===== src/rtl/fft_addr_pkg.sv =====
// Shared types and the radix-2 DIT butterfly address mapping used by the
// FFT stage sequencer and its index-map sub-module.
package fft_addr_pkg;

    localparam int STAGE_W   = 4;
    localparam int MAX_LOG2N = 12;
    localparam int MAX_TW    = 32;

    typedef enum logic [2:0] {
        ST_IDLE  = 3'd0,
        ST_ISSUE = 3'd1,
        ST_DRAIN = 3'd2,
        ST_NEXT  = 3'd3,
        ST_DONE  = 3'd4
    } state_e;

    typedef struct packed {
        logic [31:0] top;
        logic [31:0] bottom;
        logic [31:0] tw;
    } bf_addr_t;

    // Stage 0 means "no stage" and maps to all-zero addresses so idle outputs stay quiet.
    function automatic bf_addr_t bf_map(input logic [31:0]        b,
                                        input logic [STAGE_W-1:0] s,
                                        input int                 tw_bits);
        bf_addr_t    r;
        logic [31:0] half;
        logic [31:0] k;
        logic [31:0] g;
        int          sm1;
        int          sh;
        r = '0;
        if (s != '0) begin
            sm1      = int'(s) - 1;
            half     = 32'd1 << sm1;
            k        = b & (half - 32'd1);
            g        = b >> sm1;
            r.top    = (g << s) + k;
            r.bottom = r.top + half;
            sh       = tw_bits - int'(s);
            r.tw     = k << sh;
        end
        return r;
    endfunction

endpackage


===== src/rtl/fft_bf_index_map.sv =====
// Combinational butterfly index -> top/bottom operand and twiddle address map.
module fft_bf_index_map
    import fft_addr_pkg::*;
#(
    parameter int LOG2N   = 4,
    parameter int TW_BITS = 10
) (
    input  logic [LOG2N-1:0]   b_i,
    input  logic [STAGE_W-1:0] s_i,
    output logic [LOG2N-1:0]   top_o,
    output logic [LOG2N-1:0]   bottom_o,
    output logic [TW_BITS-1:0] tw_o
);

    bf_addr_t map;

    assign map      = bf_map(32'(b_i), s_i, TW_BITS);
    assign top_o    = map.top[LOG2N-1:0];
    assign bottom_o = map.bottom[LOG2N-1:0];
    assign tw_o     = map.tw[TW_BITS-1:0];

endmodule


===== src/rtl/fft_stage_seq_addr_gen.sv =====
// Stage-by-stage address sequencer for the in-place radix-2 DIT FFT: issues
// read triples, tracks write-back, and fences each stage on its last write.
module fft_stage_seq_addr_gen
    import fft_addr_pkg::*;
#(
    parameter int LOG2N   = 4,
    parameter int TW_BITS = 10
) (
    input  logic               clk,
    input  logic               rst_n,
    input  logic               start,
    input  logic               run_all,
    input  logic [3:0]         stage_sel,
    output logic [LOG2N-1:0]   rd_addr_a,
    output logic [LOG2N-1:0]   rd_addr_b,
    output logic [TW_BITS-1:0] tw_addr,
    output logic               rd_valid,
    input  logic               rd_ready,
    output logic               rd_last,
    input  logic               wr_strobe,
    output logic [LOG2N-1:0]   wr_addr_a,
    output logic [LOG2N-1:0]   wr_addr_b,
    output logic [3:0]         cur_stage,
    output logic               busy,
    output logic               stage_done,
    output logic               fft_done,
    output logic               err
);

    if (LOG2N < 1 || LOG2N > MAX_LOG2N || TW_BITS < LOG2N || TW_BITS > MAX_TW) begin : g_bad_param
        $error("fft_stage_seq_addr_gen: illegal LOG2N/TW_BITS combination");
    end

    localparam logic [LOG2N-1:0] NUM_BF = LOG2N'(1 << (LOG2N - 1));
    localparam logic [LOG2N-1:0] LAST_B = LOG2N'((1 << (LOG2N - 1)) - 1);

    state_e               state_q, state_d;
    logic [STAGE_W-1:0]   stage_q, stage_d;
    logic                 run_all_q, run_all_d;
    logic [LOG2N-1:0]     rd_cnt_q, rd_cnt_d;
    logic [LOG2N-1:0]     wr_cnt_q, wr_cnt_d;
    logic                 err_q, err_d;

    logic                 rd_hs;
    logic                 wr_ok;
    logic                 wr_bad;
    logic                 sel_legal;
    logic [TW_BITS-1:0]   wr_tw;

    // Handshake: a triple transfers on a cycle with rd_valid & rd_ready; while
    // rd_valid is high and rd_ready low, the triple and rd_last are held and
    // rd_valid stays high until that transfer happens.
    assign rd_valid  = (state_q == ST_ISSUE);
    assign rd_last   = rd_valid && (rd_cnt_q == LAST_B);
    assign rd_hs     = rd_valid && rd_ready;

    assign wr_ok     = wr_strobe && (state_q == ST_ISSUE || state_q == ST_DRAIN)
                       && (wr_cnt_q != NUM_BF);
    assign wr_bad    = wr_strobe && !wr_ok;
    assign sel_legal = (stage_sel != 4'd0) && (int'(stage_sel) <= LOG2N);

    assign cur_stage  = stage_q;
    assign busy       = (state_q != ST_IDLE);
    assign stage_done = (state_q == ST_NEXT);
    assign fft_done   = (state_q == ST_DONE);
    assign err        = err_q;

    fft_bf_index_map #(
        .LOG2N   (LOG2N),
        .TW_BITS (TW_BITS)
    ) u_rd_map (
        .b_i      (rd_cnt_q),
        .s_i      (stage_q),
        .top_o    (rd_addr_a),
        .bottom_o (rd_addr_b),
        .tw_o     (tw_addr)
    );

    fft_bf_index_map #(
        .LOG2N   (LOG2N),
        .TW_BITS (TW_BITS)
    ) u_wr_map (
        .b_i      (wr_cnt_q),
        .s_i      (stage_q),
        .top_o    (wr_addr_a),
        .bottom_o (wr_addr_b),
        .tw_o     (wr_tw)
    );

    always_comb begin
        state_d   = state_q;
        stage_d   = stage_q;
        run_all_d = run_all_q;
        rd_cnt_d  = rd_cnt_q;
        wr_cnt_d  = wr_cnt_q;
        err_d     = err_q;

        case (state_q)
            ST_IDLE: begin
                if (start) begin
                    if (run_all || sel_legal) begin
                        run_all_d = run_all;
                        stage_d   = run_all ? STAGE_W'(1) : stage_sel;
                        rd_cnt_d  = '0;
                        wr_cnt_d  = '0;
                        err_d     = 1'b0;
                        state_d   = ST_ISSUE;
                    end else begin
                        err_d = 1'b1;
                    end
                end
            end
            ST_ISSUE: begin
                if (rd_hs) begin
                    rd_cnt_d = rd_cnt_q + LOG2N'(1);
                    if (rd_last) begin
                        state_d = ST_DRAIN;
                    end
                end
            end
            ST_DRAIN: begin
                // Fence: the next stage reads only after every write has landed.
                if (wr_cnt_q == NUM_BF) begin
                    state_d = ST_NEXT;
                end
            end
            ST_NEXT: begin
                if (run_all_q && (int'(stage_q) < LOG2N)) begin
                    stage_d  = stage_q + STAGE_W'(1);
                    rd_cnt_d = '0;
                    wr_cnt_d = '0;
                    state_d  = ST_ISSUE;
                end else begin
                    state_d = ST_DONE;
                end
            end
            ST_DONE: begin
                stage_d   = '0;
                run_all_d = 1'b0;
                state_d   = ST_IDLE;
            end
            default: begin
                state_d = ST_IDLE;
            end
        endcase

        if (wr_ok) begin
            wr_cnt_d = wr_cnt_q + LOG2N'(1);
        end
        if (wr_bad) begin
            err_d = 1'b1;
        end
    end

    always_ff @(posedge clk or negedge rst_n) begin
        if (!rst_n) begin
            state_q   <= ST_IDLE;
            stage_q   <= '0;
            run_all_q <= 1'b0;
            rd_cnt_q  <= '0;
            wr_cnt_q  <= '0;
            err_q     <= 1'b0;
        end else begin
            state_q   <= state_d;
            stage_q   <= stage_d;
            run_all_q <= run_all_d;
            rd_cnt_q  <= rd_cnt_d;
            wr_cnt_q  <= wr_cnt_d;
            err_q     <= err_d;
        end
    end

endmodule


===== config.mk =====
export PLATFORM = sky130hd
export DESIGN_NAME = fft_stage_seq_addr_gen
export DESIGN_NICKNAME = d
export VERILOG_FILES = /design/src/rtl/fft_addr_pkg.sv /design/src/rtl/fft_bf_index_map.sv /design/src/rtl/fft_stage_seq_addr_gen.sv
export SDC_FILE = /design/constraint.sdc
export NUM_CORES = 1
export LEC_CHECK = 0
export CAP_MARGIN = 20
export CELL_PAD_IN_SITES_DETAIL_PLACEMENT = 1
export CELL_PAD_IN_SITES_GLOBAL_PLACEMENT = 1
export CORE_MARGIN = 4
export CORE_UTILIZATION = 35
export DETAILED_ROUTE_END_ITERATION = 8
export GPL_ROUTABILITY_DRIVEN = 0
export HOLD_SLACK_MARGIN = 0.08
export PLACE_DENSITY = 0.77
export SLEW_MARGIN = 30
export SYNTH_ARGS = -nofsm -noshare
export SYNTH_HDL_FRONTEND = slang
export SYNTH_SLANG_ARGS = --single-unit

===== constraint.sdc =====
create_clock -name clk -period 4.8 [get_ports clk]
set_input_delay 0.96 -clock clk [delete_from_list [all_inputs] [get_ports clk]]
set_output_delay 0.96 -clock clk [all_outputs]
set_load 0.01 [all_outputs]

==> results of run 1 <==
state kept, by name, summed over array words and instances (netlist names):
name	flops
rd_cnt_q	4
cur_stage	4
err	1
state_q	3
wr_cnt_q	4
run_all_q	1
timing repair:
action,in CTS,in global routing
pin swaps,7,18
endpoints found under the setup margin,5,6
gates resized for setup,20,18
buffers inserted,1,4
per-layer routing:
| metal | wire (µm) | global-route usage | vias up |
|---|---|---|---|
| met5 | 0 | 0 | - |
| met4 | 274 | 0.0740 | 0 |
| met3 | 262 | 0.0142 | 23 |
| met2 | 4020 | 0.358 | 61 |
| met1 | 3410 | 0.229 | 1217 |
| li1 | - | - | 1243 |
worst max-delay path, stage by stage (launching register included):
cell and delay (ns):
dfrtp_1 0.36, inv_2 0.07, ha_4 0.17, or2_4 0.28, o31ai_4 0.34, a221oi_2 0.13, buf_4 0.15, buf_4 0.12
o32a_1 0.15, nor2_1 0.12, ha_1 0.28, xnor2_2 0.16, ha_1 0.31, a21oi_2 0.16, xor2_1 0.19, xnor3_1 0.26
nor2_2 0.09, buf_2 0.13
cells in the mapped netlist, types with 11 or more instances:
library cell | number | area (µm²)
ha_1 | 19 | 238
inv_1 | 23 | 86.3
xnor2_1 | 12 | 105
and2_1 | 13 | 81.3
a21oi_1 | 23 | 115
nand2_1 | 24 | 90.1
nor3_1 | 11 | 55.1
nand3_1 | 13 | 65.1
dfrtp_1 | 17 | 425
nor2_1 | 35 | 131
o21ai_0 | 13 | 65.1
cells by family after synthesis:
| family | share of synthesized area |
|---|---|
| XOR/XNOR | 0.0997 |
| multiplexers | 0.0175 |
| flip-flops | 0.180 |
| buffers and inverters | 0.0647 |
| other | 0.00159 |
| AO/OA/AOI/OAI | 0.222 |
| adder cells (fa/ha/maj) | 0.135 |
| AND/OR/NAND/NOR | 0.279 |
through the flow:
| step | cell area [µm²] | std cells | setup TNS, ns | worst slack [ns] |
|---|---|---|---|---|
| floorplan | 2400 | 310 | 0 | 0.00338 |
| finish | 3390 | 470 | 0 | 0.107 |
| CTS | 3300 | 466 | -0.0155 | -0.0155 |
| detailed placement | 3200 | 461 | -0.329 | -0.208 |
| global placement | 3200 | 461 | 0 | 0.0158 |
| global route | 3390 | 470 | -0.118 | -0.0861 |
cells in the final DEF (no fill, tap or decap), types with 11 or more instances in the layout:
master / count
ha_1: 16
a21oi_1: 19
and2_1: 13
nand3_1: 13
inv_1: 18
nor2_1: 32
buf_4: 48
o21ai_0: 11
nand2_1: 23
dfrtp_1: 15
clkdlybuf4s50_1: 40
final timing paths:
kind                                 to  slack (ns)  cells past startpoint
min                           run_all_q        0.52                      2
max                        rd_addr_b[3]        0.11                     17
max in group asynchronous  cur_stage[0]        3.08                      1
min in group asynchronous    state_q[0]        1.17                      1
max reg2reg                 wr_cnt_q[2]        2.65                      7
min reg2reg                   run_all_q        0.52                      2
area by class of cell:
type                    instances  area share
multi-input cells             256       0.568
repair buffers                 93       0.238
flip-flops and latches         17       0.126
well taps                      77      0.0284
inverters                      23      0.0255
clock buffers                   4      0.0133
==> metrics.md, run 1 <==
| Metric | Value |
|---|---|
| Status | `finished clean` |
| F_max | `0.213 GHz` |
| DRC | `0` |
| Syn Area/Cell | `7.63 µm²` |
| Clock insertion delay at the later pin of the skew report | `0.25 ns` |
| DRT iter0 DRCs | `45` |
| Seq/Total Area, Yosys | `0.180` |
| Worst Hold Margin | `0.523 ns` |
| CP Class | `flip-flop to output pin` |
| Placement Rows | `29` |
| Unique masters post-synth | `55` |
| GRT Total Usage | `0.193` |
| Worst setup SP type | `flip-flop` |
| Antenna Nets Post-Route | `0` |
| Post-layout util | `0.525` |
| Die H | `90.1 µm` |
| Ant. Diodes | `0` |
| Worst Path Required | `3.84 ns` |
| Vias per cell | `5.41` |
| Post-route clock skew | `0.00404 ns` |
| Detailed placement HPWL | `6400 µm` |
| Final Cycle Share | `0.978` |
| Crit-path max FO | `4` |
| Grt ovf | `0` |
| Slew @ Worst Pin | `0.797 ns` |
| Multi-input combinational cell area | `1930 µm²` |
| Post-Synthesis Cell Area | `2360 µm²` |
| Share of layout cells above drive strength 1 | `0.239` |
| Crit. End Element | `output pin` |
| Root Buffer | `clkbuf_8` |
| Post-synth EDFFs | `0` |
| H-tree lvl count | `1` |
| Core box area | `6460 µm²` |
| Syn-to-layout area delta | `43.8%` |
| Die area | `8120 µm²` |
| Clock Pin Slew Worst Setup and Hold Paths | `0.06 ns` |
| Final nets | `427` |
| Die width | `90.1 µm` |
| Worst Hold Launch | `run_all_q` |
| Final hold viol count | `0` |
| Clk buf depth | `2` |
| Min-delay worst type | `flip-flop to flip-flop` |
| Cells after Synth | `309` |
| Ys flop type | `dfrtp_1` |
| # IOs | `46` |
| Yosys reg bits | `17` |
| RSZ-0062 raised after global routing | `true` |
| Vias | `2544` |
| Initial core utilization | `0.365` |
| TritonCTS clock tree | `built` |
| Fill cells | `792` |
| Largest net degree at the start of global routing | `18` |
| PortBufs | `45` |
| Critical path launch point | `cur_stage[1]` |
| Register area | `428 µm²` |
| Final min period | `4.69 ns` |
| Ys Warns | `0` |
| Max_cap viols | `0` |
| Pins Over Slew Limit | `0` |
| Drt total wl | `7970 µm` |
| Vias in the first global route | `2750` |
| Slew headroom | `0.467` |
| Number of hold buffers added after cts | `0` |
| DR pass1 iterations | `6` |
| First-pass GRT wire length | `13200 µm` |
| Critical Path AT | `3.73 ns` |
| Initial antenna violation count | `0` |
| Post-synth ARST share | `1.00` |
| CTS Buf Count | `3` |
| Clk sink count | `17` |
| Final setup viols | `0` |
| RR Startpoint | `cur_stage[3]` |
| Drt wl/cell | `17.0 µm` |
Power of run 1 is not shown: default switching activity piles up to over one toggle a cycle in this logic, so the estimate is an artifact.
==> run 2: changes to the inputs <==
--- a/config.mk
+++ b/config.mk
@@ -10,6 +10,7 @@
 export CELL_PAD_IN_SITES_GLOBAL_PLACEMENT = 1
 export CORE_MARGIN = 4
 export CORE_UTILIZATION = 35
+export CTS_CLUSTER_SIZE = 20
 export DETAILED_ROUTE_END_ITERATION = 8
 export GPL_ROUTABILITY_DRIVEN = 0
 export HOLD_SLACK_MARGIN = 0.08
==> results of run 2 <==
Same layout as run 1: the final DEF is identical, and so are final timing and power.
Power of run 2 is left out for the same reason.
==> run 3: changes to the inputs <==
--- a/config.mk
+++ b/config.mk
@@ -15,7 +15,6 @@
 export GPL_ROUTABILITY_DRIVEN = 0
 export HOLD_SLACK_MARGIN = 0.08
 export PLACE_DENSITY = 0.77
-export SLEW_MARGIN = 30
 export SYNTH_ARGS = -nofsm -noshare
 export SYNTH_HDL_FRONTEND = slang
 export SYNTH_SLANG_ARGS = --single-unit
==> results of run 3 <==
Same layout as run 1: the final DEF is identical, and so are final timing and power.
Power of run 3 is left out for the same reason.
